`src/rtl/bunch_integrator_mux.sv`:
```
// Bunch integrator with per-output lane routing.
// Saturating sums over a programmed strobe window.
`timescale 1ns/1ps

module bunch_integrator_mux #(
    parameter int N_CH  = 6,
    parameter int N_OUT = 4,
    parameter int IN_W  = 13,
    parameter int ACC_W = 17,
    parameter int CNT_W = 7,
    parameter int SEL_W = 3
) (
    input  logic                   clk,
    input  logic                   rst_n,
    input  logic                   arm,
    input  logic                   bunch_strb,
    input  logic                   dac_cond,
    input  logic [CNT_W-1:0]       n_bunch_cfg,
    input  logic [N_OUT*SEL_W-1:0] sel,
    input  logic [N_CH*IN_W-1:0]   in_data,
    output logic [N_OUT*ACC_W-1:0] acc_out,
    output logic                   out_valid,
    output logic                   busy,
    output logic [N_OUT-1:0]       sat_flag,
    output logic [CNT_W-1:0]       bunch_cnt
);

    typedef enum logic [1:0] {
        S_IDLE,
        S_ACC,
        S_HOLD
    } state_t;

    state_t state;
    state_t state_nxt;

    logic [N_OUT*SEL_W-1:0] sel_q;
    logic [CNT_W-1:0]       cfg_q;
    logic [ACC_W-1:0]       acc     [N_OUT];
    logic [ACC_W-1:0]       acc_nxt [N_OUT];
    logic [IN_W-1:0]        lane    [N_OUT];
    logic [ACC_W:0]         sum     [N_OUT];
    logic [N_OUT-1:0]       sat_hit;
    logic                   take;
    logic                   last;
    logic                   done_q;
    logic                   start;

    assign start = (state == S_IDLE) && arm && !dac_cond;
    assign take  = (state == S_ACC) && bunch_strb && !dac_cond;
    assign last  = (bunch_cnt + CNT_W'(1)) == cfg_q;

    // State register
    always_ff @(posedge clk or negedge rst_n) begin
        if (!rst_n) state <= S_IDLE;
        else        state <= state_nxt;
    end

    // Next-state logic; dac_cond dominates in every state
    always_comb begin
        state_nxt = state;
        unique case (state)
            S_IDLE: if (arm && !dac_cond) state_nxt = S_ACC;
            S_ACC: begin
                if (dac_cond)
                    state_nxt = S_IDLE;
                else if (bunch_strb && last)
                    state_nxt = S_HOLD;
            end
            S_HOLD: if (dac_cond) state_nxt = S_IDLE;
            default: state_nxt = S_IDLE;
        endcase
    end

    // FSM outputs
    always_comb begin
        busy = (state == S_ACC);
    end

    // Lane routing and saturating add; out-of-range selects give 0
    always_comb begin
        for (int k = 0; k < N_OUT; k++) begin
            lane[k] = '0;
            for (int j = 0; j < N_CH; j++) begin
                if (sel_q[k*SEL_W +: SEL_W] == SEL_W'(j))
                    lane[k] = in_data[j*IN_W +: IN_W];
            end
            sum[k] = {acc[k][ACC_W-1], acc[k]}
                   + {{(ACC_W+1-IN_W){lane[k][IN_W-1]}}, lane[k]};
            sat_hit[k] = sum[k][ACC_W] ^ sum[k][ACC_W-1];
            if (!sat_hit[k])
                acc_nxt[k] = sum[k][ACC_W-1:0];
            else if (sum[k][ACC_W])
                acc_nxt[k] = {1'b1, {(ACC_W-1){1'b0}}};
            else
                acc_nxt[k] = {1'b0, {(ACC_W-1){1'b1}}};
        end
    end

    // Window config, accumulators and snapshot registers
    always_ff @(posedge clk or negedge rst_n) begin
        if (!rst_n) begin
            for (int k = 0; k < N_OUT; k++) acc[k] <= '0;
            acc_out   <= '0;
            out_valid <= 1'b0;
            sat_flag  <= '0;
            bunch_cnt <= '0;
            sel_q     <= '0;
            cfg_q     <= '0;
            done_q    <= 1'b0;
        end else begin
            done_q    <= take && last;
            out_valid <= 1'b0;
            if (start) begin
                sel_q     <= sel;
                bunch_cnt <= '0;
                sat_flag  <= '0;
                cfg_q     <= (n_bunch_cfg == '0) ? CNT_W'(1)
                                                 : n_bunch_cfg;
            end
            if (dac_cond) begin
                for (int k = 0; k < N_OUT; k++) acc[k] <= '0;
            end else if (take) begin
                for (int k = 0; k < N_OUT; k++) acc[k] <= acc_nxt[k];
                sat_flag  <= sat_flag | sat_hit;
                bunch_cnt <= bunch_cnt + CNT_W'(1);
            end
            if (done_q && (state == S_HOLD) && !dac_cond) begin
                for (int k = 0; k < N_OUT; k++)
                    acc_out[k*ACC_W +: ACC_W] <= acc[k];
                out_valid <= 1'b1;
            end
        end
    end

endmodule

```
`config.mk`:
```
export PLATFORM = sky130hd
export DESIGN_NAME = bunch_integrator_mux
export DESIGN_NICKNAME = d
export VERILOG_FILES = /design/src/rtl/bunch_integrator_mux.sv
export SDC_FILE = /design/constraint.sdc
export NUM_CORES = 1
export LEC_CHECK = 0
export CAP_MARGIN = 40
export CORE_MARGIN = 1
export CORE_UTILIZATION = 50
export DETAILED_ROUTE_END_ITERATION = 7
export DONT_BUFFER_PORTS = 1
export GPL_TIMING_DRIVEN = 0
export MAX_ROUTING_LAYER = met4
export SLEW_MARGIN = 40
export SYNTH_ARGS = -nofsm -noshare
export SYNTH_HDL_FRONTEND = slang
export SYNTH_SLANG_ARGS = --single-unit
```
`constraint.sdc`:
```
create_clock -name clk -period 8.1 [get_ports clk]
set_clock_uncertainty 0.15 [all_clocks]
set_input_delay 1.62 -clock clk [delete_from_list [all_inputs] [get_ports clk]]
set_output_delay 1.62 -clock clk [all_outputs]
set_load 0.02 [all_outputs]
```
==> metrics.md <==
| Metric | Value |
|---|---|
| Gp weighted congestion | 0.978 |
| Core box area | 24500 sq um |
| Worst path arrival time | 6.87 ns |
| Reg clk slew, reported paths | 0.07 ns |
| Maximum clock frequency | 0.150 GHz |
| Share of the synthesized area in the top cell type | 33.9% |
| Post_cts resized | 0 |
| PnR worst setup slack | 1.44 ns |
| Post-Layout Inst Area | 13600 sq um |
| Die X | 160 um |
| Adder-Cell Fraction of Synth Area | 8.02% |
| Worst-Skew Late Latency | 0.45 ns |
| Top post-synthesis cells by area | dfrtp_1, ha_1, mux2_2 |
| Finish-stage setup viols | 0 |
| RSZ-0062 raised after global routing | no |
| First-pass GRT wire length | 59900 um |
| Hold Violations, Final | 0 |
| Starting density of the core | 51.3% |
| Post-synthesis cell type count | 77 |
| Power Density | 275 nW/um^2 |
| Post-Synthesis Cells | 1323 |
| Final WL | 39300 um |
| Max Root-Sink Buffers | 2 |
| Period minus WS final | 6.66 ns |
| IR drop worst, VDD | 0.153 mV |
| Yosys warnings | 0 |
| H-tree depth | 4 |
| Worst min-delay path class | reg -> reg |
| Status | finished, final reports clean |
| Critical path class | reg -> reg |
| Die height | 160 um |
| Fraction of layout cells with a size suffix above 1 | 12.5% |
| Die Area | 25700 sq um |
| Main synth FF type | dfrtp_1 |
| Total track usage | 31.9% |
| Asr flop ratio synth | 100% |
| Critical path buffer and inverter count | 4 |
| Vias in the first global route | 10100 |
| Relative slew slack | 40.5% |
| Final #Nets | 1522 |
| CP peak stage delay | 0.69 ns |
| Vias per Instance | 6.26 |
| Sequential share of the synthesized area | 33.9% |
| Final TNS setup | 0 ns |
| Crit path max-delay cell type | buf_1 |
| Post-synthesis area per instance | 9.48 sq um |
| TritonCTS Buffers | 17 |
| Worst-Margin Slew | 0.893 ns |
| Post-Syn Nets | 1503 |
| XOR/XNOR Fraction of Synth Area | 4.59% |
| # rows | 57 |
| Tot Pwr | 3730 uW |
| Layout area overhead | 8.35% |
| # IOs | 183 |
| Post-synth EDFFs | 0 |
| CP required | 8.31 ns |
| Final Cycle Share | 82.2% |
| Area of the mapped netlist | 12500 sq um |
| Synth Register Bits | 170 |
| CP top delay family | compound AO/OA/AOI/OAI gates |
| Pre-CTS setup slack | 1.49 ns |
| Via count | 10500 |
| Mux contribution to synthesized area | 16.0% |
| Largest family of logic cells by synthesized area | compound AO/OA/AOI/OAI gates |
| Initial DRC Count | 817 |
| Max cap viols | 0 |
| Post-DP Area | 13000 sq um |
| Hold Buf Count CTS | 0 |
| Post-layout util | 55.5% |
| Fin. max-slew vios | 0 |
| Root buffer cell | clkbuf_16 |
| Antenna-violating nets left | 0 |
| CP endpoint kind | register |
| Crit path cell chain | buf_2 > buf_1 > nand2_1 > nor2_1 > nand2_1 > o221ai_1 > ha_1 > a21oi_1 > o21ai_0 > a2111oi_0 > o32a_1 > a21oi_1 > a21o_1 > a21o_1 > xor2_1 > ha_1 > clkbuf_1 > clkbuf_1 > nor2_1 > o21ai_0 |
| Initial antenna violation count | 0 |
| Detailed Routing Iterations Pass 1 | 6 |
| Detailed placement HPWL | 29400 um |
| CP max FO | 10 |
| WL per Instance | 23.4 um |
| Synth Area in Compound Gates | 21.2% |
| Top cell type by total area after synthesis | dfrtp_1 |
| Post-CTS Setup Inserts | 0 |
| TritonCTS clock tree | built |
| Startpoint types | register |
| Post-Synth Simple-Gate Area | 13.1% |
| IO buf count | 0 |
| Grt total ovfl | 0 |
| Largest net degree at the start of global routing | 171 |
| Sink Count | 170 |
| # DRC | 0 |
| Pleak | 0.00630 uW |
-- stage by stage --
| stage | hold WS, ns | cells |
|---|---|---|
| floorplan | 0.315 | 1323 |
| global placement | 0.334 | 1647 |
| detailed placement | 0.338 | 1647 |
| CTS | 0.354 | 1679 |
| global route | 0.371 | 1679 |
| finish | 0.347 | 1680 |
-- layout by cell type (no fill, tap or decap), types with 5 or more instances in the layout --
cell         n
nand2_1    171
dfrtp_1    170
nor2_1      95
a21oi_1     91
mux2i_1     78
ha_1        74
mux2_2      73
o21ai_0     72
clkbuf_1    46
xnor2_1     36
inv_1       29
o221ai_1    28
a21o_1      27
xor2_1      26
nor2b_1     23
a221o_1     21
o22ai_1     19
mux4_2      18
clkbuf_16   17
nand2b_1    15
nand3_1     15
a211oi_1    13
buf_1       12
o21ai_1     11
nor3_1       9
o21bai_1     9
a22oi_2      9
and3_1       8
o21a_1       7
o211ai_1     7
and2_1       7
nor4_1       7
a31oi_1      7
a221oi_1     6
buf_2        5
-- per-layer routing --
| metal | share of wire, % | vias up | GRT usage [%] |
|---|---|---|---|
| li1 | - | 4929 | - |
| met5 | 0 | - | - |
| met1 | 42 | 5099 | 40.1 |
| met2 | 44 | 416 | 46.2 |
| met4 | 3.3 | 0 | 11.6 |
| met3 | 11 | 66 | 12.8 |
-- synthesized netlist by cell type, types with 11 or more instances --
library cell  instances
xnor2_1              36
a221o_1              21
nand2b_1             15
nand3_1              15
nor2_1               95
nand2_1             171
ha_1                 74
buf_1                14
o21ai_0              72
clkbuf_1             46
a21o_1               27
inv_1                29
a211oi_1             13
a21oi_1              92
dfrtp_1             170
o221ai_1             29
o21ai_1              11
o22ai_1              19
xor2_1               26
mux2_2               73
nor2b_1              23
mux4_2               18
mux2i_1              78
-- worst paths after layout --
kind                                from          end  slack, ns  cells past startpoint
worst max-delay path            sel_q[9]      acc[14]       1.44                     20
worst min-delay path            cfg_q[5]     cfg_q[5]       0.35                      2
worst max register to register  sel_q[9]      acc[14]       1.44                     20
worst min register to register  cfg_q[5]     cfg_q[5]       0.35                      2
max in group asynchronous          rst_n  acc_out[11]       6.73                      0
min in group asynchronous          rst_n  acc_out[45]       0.71                      0
-- registers in the layout, summed over array words and instances (netlist names) --
register and count:
acc 68, bunch_cnt 7, cfg_q 7, done_q 1
sel_q 12, state 2, acc_out 68, sat_flag 4
out_valid 1
-- logic make-up after synthesis --
group / Yosys count
muxes: 169
and+or+nand+nor: 369
buffers and inverters: 98
xor gates and xnor gates: 64
adders and majority gates: 78
DFF: 170
AOI/OAI and AO/OA: 375
-- area by class of cell --
cell class                      instances  area [sq um]
Fill cell                            2226         10900
Multi-Input combinational cell       1055          7900
Sequential cell                       170          4250
Clock buffer                           20           457
Tap cell                              324           405
Buffer                                 69           295
Clock inverter                         12           164
Inverter                               29           109
Antenna cell                            1          2.50
-- tightest hold or removal path, cell delays in order (launching register included) --
cell and delay [ns]:
dfrtp_1 0.36, nand2_1 0.05, nand2_1 0.06
-- where the power goes --
group | internal (uW) | switching [uW]
combinational | 719 | 1100
sequential | 938 | 99.1
clock | 506 | 375
Note: power is estimated with default switching activity, not from simulation.
